### config.mk
export PLATFORM = sky130hd
export DESIGN_NAME = router_bus_rr_switch
export DESIGN_NICKNAME = d
export VERILOG_FILES = /design/src/rtl/router_bus_rr_switch.sv
export SDC_FILE = /design/constraint.sdc
export NUM_CORES = 2
export LEC_CHECK = 0
export ABC_CLOCK_PERIOD_IN_PS = 7100
export CAP_MARGIN = 10
export CORE_ASPECT_RATIO = 0.75
export CORE_MARGIN = 5
export CORE_UTILIZATION = 30
export DETAILED_ROUTE_END_ITERATION = 12
export DONT_BUFFER_PORTS = 1
export SLEW_MARGIN = 40
export SYNTH_ARGS = -nofsm -noshare
export SYNTH_HDL_FRONTEND = slang
export SYNTH_SLANG_ARGS = --single-unit
export TNS_END_PERCENT = 20
### constraint.sdc
create_clock -name clk -period 7.1 [get_ports clk]
set_input_delay 1.42 -clock clk [delete_from_list [all_inputs] [get_ports clk]]
set_output_delay 1.42 -clock clk [all_outputs]
set_load 0.01 [all_outputs]
### src/rtl/router_bus_rr_switch.sv
// Shared-bus round-robin packet switch: pops one packet at a time from terminal source FIFOs
// and routes it by header ID into per-terminal show-ahead output FIFOs. Optional: ROUTER_DROP_CNT_EN.
module router_bus_rr_switch #(
    parameter int              pckg_sz    = 32,
    parameter int              num_ntrfs  = 4,
    parameter int              fifo_depth = 16,
    parameter int              id_w       = 8,
    parameter logic [id_w-1:0] broadcast  = {id_w{1'b1}}
) (
    input  logic                           clk,
    input  logic                           reset,
    input  logic [num_ntrfs*pckg_sz-1:0]   data_out_i_in,
    input  logic [num_ntrfs-1:0]           pndng_i_in,
    output logic [num_ntrfs-1:0]           popin,
    input  logic [num_ntrfs-1:0]           pop,
    output logic [num_ntrfs-1:0]           pndng,
    output logic [num_ntrfs*pckg_sz-1:0]   data_out
`ifdef ROUTER_DROP_CNT_EN
    ,
    output logic [15:0]                    drop_cnt
`endif
);

    localparam int idx_w = (num_ntrfs > 1) ? $clog2(num_ntrfs) : 1;
    localparam int ptr_w = $clog2(fifo_depth);
    localparam int cnt_w = ptr_w + 1;

    typedef enum logic [1:0] {
        IDLE  = 2'd0,
        POP   = 2'd1,
        ROUTE = 2'd2
    } state_t;

    state_t                 state_reg;
    logic [idx_w-1:0]       rr_ptr_reg;
    logic [idx_w-1:0]       grant_reg;
    logic [pckg_sz-1:0]     pkt_reg;
    logic [num_ntrfs-1:0]   popin_reg;

    logic [pckg_sz-1:0]     src_words [num_ntrfs];
    logic [idx_w-1:0]       pick;
    logic [idx_w-1:0]       pick_hi;
    logic [idx_w-1:0]       pick_lo;
    logic                   found_hi;
    logic [num_ntrfs-1:0]   pick_onehot;
    logic [id_w-1:0]        dst;
    logic                   dst_valid;
    logic [num_ntrfs-1:0]   tgt_mask;
    logic [num_ntrfs-1:0]   full;
    logic                   can_push;
    logic                   push_en;
    logic                   drop_now;

    genvar gi;

    for (gi = 0; gi < num_ntrfs; gi++) begin : g_src
        assign src_words[gi] = data_out_i_in[gi*pckg_sz +: pckg_sz];
    end

    // Round-robin: lowest requester at or above rr_ptr, otherwise wrap to the lowest overall.
    always_comb begin
        pick_hi  = '0;
        pick_lo  = '0;
        found_hi = 1'b0;
        for (int k = num_ntrfs - 1; k >= 0; k--) begin
            if (pndng_i_in[k]) begin
                pick_lo = idx_w'(k);
                if (k >= int'(rr_ptr_reg)) begin
                    pick_hi  = idx_w'(k);
                    found_hi = 1'b1;
                end
            end
        end
        pick = found_hi ? pick_hi : pick_lo;
    end

    always_comb begin
        pick_onehot = '0;
        for (int k = 0; k < num_ntrfs; k++) begin
            pick_onehot[k] = (idx_w'(k) == pick);
        end
    end

    // Unicast (including self-send) takes priority over the broadcast code.
    assign dst       = pkt_reg[pckg_sz-1 -: id_w];
    assign dst_valid = (int'(dst) < num_ntrfs);

    always_comb begin
        tgt_mask = '0;
        for (int k = 0; k < num_ntrfs; k++) begin
            if (dst_valid) begin
                tgt_mask[k] = (int'(dst) == k);
            end else if (dst == broadcast) begin
                tgt_mask[k] = (k != int'(grant_reg));
            end
        end
    end

    assign can_push = ((tgt_mask & full) == '0);
    assign push_en  = (state_reg == ROUTE) && (tgt_mask != '0) && can_push;
    assign drop_now = (state_reg == ROUTE) && (tgt_mask == '0);

    always_ff @(posedge clk or negedge reset) begin
        if (!reset) begin
            state_reg  <= IDLE;
            rr_ptr_reg <= '0;
            grant_reg  <= '0;
            pkt_reg    <= '0;
            popin_reg  <= '0;
        end else begin
            case (state_reg)
                IDLE: begin
                    if (pndng_i_in != '0) begin
                        grant_reg <= pick;
                        popin_reg <= pick_onehot;
                        state_reg <= POP;
                    end
                end
                POP: begin
                    popin_reg  <= '0;
                    pkt_reg    <= src_words[grant_reg];
                    rr_ptr_reg <= (int'(grant_reg) == num_ntrfs - 1) ? '0 : grant_reg + 1'b1;
                    state_reg  <= ROUTE;
                end
                ROUTE: begin
                    if (drop_now || push_en) begin
                        state_reg <= IDLE;
                    end
                end
                default: begin
                    state_reg <= IDLE;
                    popin_reg <= '0;
                end
            endcase
        end
    end

    assign popin = popin_reg;

    // Output FIFOs: memory has no reset; emptiness is carried by the counters alone.
    for (gi = 0; gi < num_ntrfs; gi++) begin : g_ofifo
        logic [pckg_sz-1:0] mem [fifo_depth];
        logic [ptr_w-1:0]   wr_ptr_reg;
        logic [ptr_w-1:0]   rd_ptr_reg;
        logic [cnt_w-1:0]   count_reg;
        logic               do_push;
        logic               do_pop;

        assign do_push  = push_en && tgt_mask[gi];
        assign do_pop   = pop[gi] && (count_reg != '0);
        assign full[gi] = (count_reg == cnt_w'(fifo_depth));

        always_ff @(posedge clk) begin
            if (do_push) begin
                mem[wr_ptr_reg] <= pkt_reg;
            end
        end

        always_ff @(posedge clk or negedge reset) begin
            if (!reset) begin
                wr_ptr_reg <= '0;
                rd_ptr_reg <= '0;
                count_reg  <= '0;
            end else begin
                if (do_push) begin
                    wr_ptr_reg <= wr_ptr_reg + 1'b1;
                end
                if (do_pop) begin
                    rd_ptr_reg <= rd_ptr_reg + 1'b1;
                end
                case ({do_push, do_pop})
                    2'b10:   count_reg <= count_reg + 1'b1;
                    2'b01:   count_reg <= count_reg - 1'b1;
                    default: count_reg <= count_reg;
                endcase
            end
        end

        assign pndng[gi] = (count_reg != '0);
        assign data_out[gi*pckg_sz +: pckg_sz] = pndng[gi] ? mem[rd_ptr_reg] : '0;
    end

`ifdef ROUTER_DROP_CNT_EN
    logic [15:0] drop_cnt_reg;

    always_ff @(posedge clk or negedge reset) begin
        if (!reset) begin
            drop_cnt_reg <= '0;
        end else if (drop_now && (drop_cnt_reg != 16'hFFFF)) begin
            drop_cnt_reg <= drop_cnt_reg + 16'd1;
        end
    end

    assign drop_cnt = drop_cnt_reg;
`endif

endmodule

==> summary.md <==
| Metric | Value |
|---|---|
| Outcome | `finished, final reports clean` |
| Iteration-0 DRC count of the detailed router | `3969` |
| Met3 routed WL | `13100 um` |
| Post-cts repair resize count | `0` |
| Transition at the pin with the smallest max-transition slack | `0.8376 ns` |
| Detail Route Antenna Nets | `0` |
| Reported net switching power | `12440 uW` |
| RSZ-0062 raised after global routing | `no` |
| Initial standard-cell utilization of the core | `30.20%` |
| Most used DFF post-synth | `sky130_fd_sc_hd__edfxtp_1` |
| Per-cell routed wire length | `roughly 28 um` |
| Share of synthesized flip-flops with an asynchronous set or reset | `4.388%` |
| Via count of the first global-routing pass | `38716` |
| Yosys warning total | `0` |
| EDFF count, synth | `2048` |
| Clk pin slew, worst setup/hold paths | `about 0.060 ns` |
| Global-route wire length before repair | `slightly below 300000 um` |
| Aggregate global-route resource usage | `14.37%` |
| Crit path DAT | `3.78 ns` |
| Die boundary height | `467.1 um` |
| Register area share after synthesis | `76.41%` |
| Worst Setup Start Kind | `flip-flop` |
| Hpwl dp | `117100 um` |
| Endpoint kind of the worst setup timing path | `output pin` |
| Largest register FFs | `approximately 2000` |
| Power share of the sequential group | `44.4%` |
| Final period demand of the worst path | `5.197 ns` |
| Power per cell area | `between 400 and 500 nW/um^2` |
| Count of final hold-check violations | `0` |
| Unique masters post-synth | `54` |
| Maximum clock path buffer count | `3` |
| Total grt overflow | `0` |
| Fraction of layout cells with a size suffix above 1 | `between 30% and 40%` |
| Number of antenna violations at the first check in global routing | `30` |
| Mean number of vias per cell | `4.936` |
| Syn Area/Cell | `23.62 um^2` |
| Area growth from synthesis to layout | `14.61%` |
| Class of the tightest hold or removal check | `in -> async` |
| DRC violations left | `0` |
| Clock H-tree levels | `4` |
| Area of the die | `289300 um^2` |
| Maximum fanout along the worst path | `29` |
| Post-Route Setup TNS | `0 ns` |
| First drt pass iteration count | `7` |
| Cells after Synth | `3537` |
| Critical path required time | `5.68 ns` |
| TritonCTS clock tree | `built` |
| Top layer in use | `met4` |
| Clock skew after layout | `about 0.042 ns` |
| Inserted Clock Buffers | `about 210` |
| Dpl cells | `7183` |
| Placeable core area | `276700 um^2` |
| Count of pins on the block boundary | `274` |
| # fillers | `25347` |
| Seq cells post-synth | `around 2100` |
| Part of the power in combinational logic | `27.7%` |
| Relative slew slack | `44.16%` |
| Switching share of power | `a little under a third` |
| Count of final max-slew check failures | `0` |
| Global placement routability congestion | `~0.74` |
| Worst-skew pair later-pin latency | `about 0.84 ns` |
| Post-synthesis cell type with the largest combined area | `sky130_fd_sc_hd__edfxtp_1` |
| M1 WL | `~90000 um` |
| Leakage power total | `just under 0.03 uW` |
| Hold_buf cts | `0` |
| Post-route clock period utilization | `73.19%` |
| Final instance count without filler cells | `7593` |
| Cell with the most instances after synthesis | `sky130_fd_sc_hd__edfxtp_1` |
| Post-synthesis net count | `3714` |
| Most numerous cell types in the synthesized netlist | `sky130_fd_sc_hd__edfxtp_1 (2048), sky130_fd_sc_hd__mux4_2 (672), sky130_fd_sc_hd__and2_1 (135)` |
| Pin count of the biggest net entering global routing | `95` |
| # rows | `167` |
| Net total in the final layout | `~3900` |
| Postcts setup bufs | `0` |
| Category of the most critical setup path | `reg -> out` |
| Fmax achieved | `0.1924 GHz` |
| Final wirelength | `211200 um` |
| Clock tree root driver cell | `sky130_fd_sc_hd__clkbuf_16` |
| Clock power share | `27.9%` |
| Sinks on Clock Net | `2142` |
| Highest ir drop seen on vdd | `approximately 0.00026 V` |
| Portion of synthesized cell area occupied by the leading cell type | `73.60%` |
| Cell-internal power | `about 27000 uW` |
| Port buffer count | `0` |
| Routed wire length on met2 | `104300 um` |
| Detailed-route via count | `37478` |
| Main area contributors after synthesis | `sky130_fd_sc_hd__edfxtp_1 (74%), sky130_fd_sc_hd__mux4_2 (18%), sky130_fd_sc_hd__dfrtp_1 (2.8%)` |
| Number of endpoints failing setup at the final stage | `0` |
| Horizontal extent of the die | `619.4 um` |
| Number of max-cap violations | `0` |
| Post-synthesis cell area | `83560 um^2` |
layer usage:
metal | vias up | track usage (%)
met4 | 0 | 2.854
met5 | - | 0
met1 | 20583 | 19.99
li1 | 15349 | -
met3 | 231 | 2.673
met2 | 1315 | 23.74
kinds of logic after synthesis:
logic type / share of synthesized area [%]
XOR/XNOR: 0.5451
buffers and inverters: 1.045
AO/OA/AOI/OAI: 0.5496
multiplexers: 18.69
adder cells (fa/ha/maj): 0.5840
flip-flops: 76.41
AND/OR/NAND/NOR: 2.171
layout by cell type, fill, tap and decap left out, types with 13 or more instances in the layout:
master	n
sky130_fd_sc_hd__nor2_4	14
sky130_fd_sc_hd__ha_1	39
sky130_fd_sc_hd__clkinv_2	32
sky130_fd_sc_hd__and3_2	37
sky130_fd_sc_hd__buf_4	111
sky130_fd_sc_hd__dfrtp_2	37
sky130_fd_sc_hd__buf_12	13
sky130_fd_sc_hd__dfrtp_4	13
sky130_fd_sc_hd__edfxtp_1	2048
sky130_fd_sc_hd__inv_1	16
sky130_fd_sc_hd__xnor2_1	27
sky130_fd_sc_hd__o21ai_0	22
sky130_fd_sc_hd__diode_2	18
sky130_fd_sc_hd__mux2_2	41
sky130_fd_sc_hd__clkbuf_1	52
sky130_fd_sc_hd__dfrtp_1	44
sky130_fd_sc_hd__nor2_1	20
sky130_fd_sc_hd__nand2_1	34
sky130_fd_sc_hd__bufinv_16	21
sky130_fd_sc_hd__clkbuf_16	210
sky130_fd_sc_hd__xor2_1	25
sky130_fd_sc_hd__mux4_2	672
sky130_fd_sc_hd__and2_1	135
sky130_fd_sc_hd__clkinv_1	42
stage by stage:
step                      total power [uW]  setup slack, ns  utilization, %  area (um^2)  hold WS [ns]
after floorplan                      24590            1.774               -        83560        0.4679
after detailed placement             29230            2.181           32.12        88850        0.4907
after CTS                            40230            1.745           34.58        95650        0.2245
final                                39500            1.903           34.62        95770        0.2797
after global placement               28930            2.225           32.06        88700        0.4690
after global routing                 41300            1.627           34.61        95750        0.1993
final timing paths:
path	from	end	slack, ns	cells after the start
min in group clk	g_ofifo[1].rd_ptr_reg[2]$_DFFE_PN0P_	g_ofifo[1].rd_ptr_reg[2]$_DFFE_PN0P_	0.50	1
min reg2reg	g_ofifo[1].rd_ptr_reg[2]$_DFFE_PN0P_	g_ofifo[1].rd_ptr_reg[2]$_DFFE_PN0P_	0.50	1
max reg2reg	pkt_reg[31]$_DFFE_PN0N_	g_ofifo[0].count_reg[4]$_DFFE_PN0P_	2.22	15
max	g_ofifo[3].rd_ptr_reg[0]$_DFFE_PN0P_	data_out[109]	1.90	5
max in group asynchronous	reset	g_ofifo[2].rd_ptr_reg[1]$_DFFE_PN0P_	6.45	0
min	reset	g_ofifo[0].rd_ptr_reg[2]$_DFFE_PN0P_	0.28	0
worst max-delay path, cell delays in order (launching register included):
cell,delay [ns]
sky130_fd_sc_hd__dfrtp_4,0.69
sky130_fd_sc_hd__buf_12,0.28
sky130_fd_sc_hd__buf_4,0.55
sky130_fd_sc_hd__mux4_2,0.61
sky130_fd_sc_hd__mux4_2,0.54
sky130_fd_sc_hd__and2_1,0.22
final cells by class:
type | instances | area, um^2 | share of cell area, %
flip-flops and latches | 2142 | 63950 | 66.77
diodes | 18 | 45.04 | 0.04703
clock inverters | 125 | 1338 | 1.397
inverters | 18 | 67.56 | 0.07055
well taps | 3718 | 4652 | 4.858
repair buffers | 129 | 1162 | 1.214
clock buffers | 263 | 5464 | 5.706
multi-input cells | 1180 | 19090 | 19.94
power groups by stage:
| stage | logic (uW) | clock network [uW] | registers (uW) |
|---|---|---|---|
| final | 10900 | 11000 | 17500 |
| after global routing | 11800 | 11800 | 17700 |
| after CTS | 11300 | 11300 | 17600 |
| after detailed placement | 11300 | 0 | 17900 |
| after global placement | 10900 | 0 | 18000 |
| after floorplan | 7360 | 0 | 17200 |
Power figures use the tool's default switching activity.
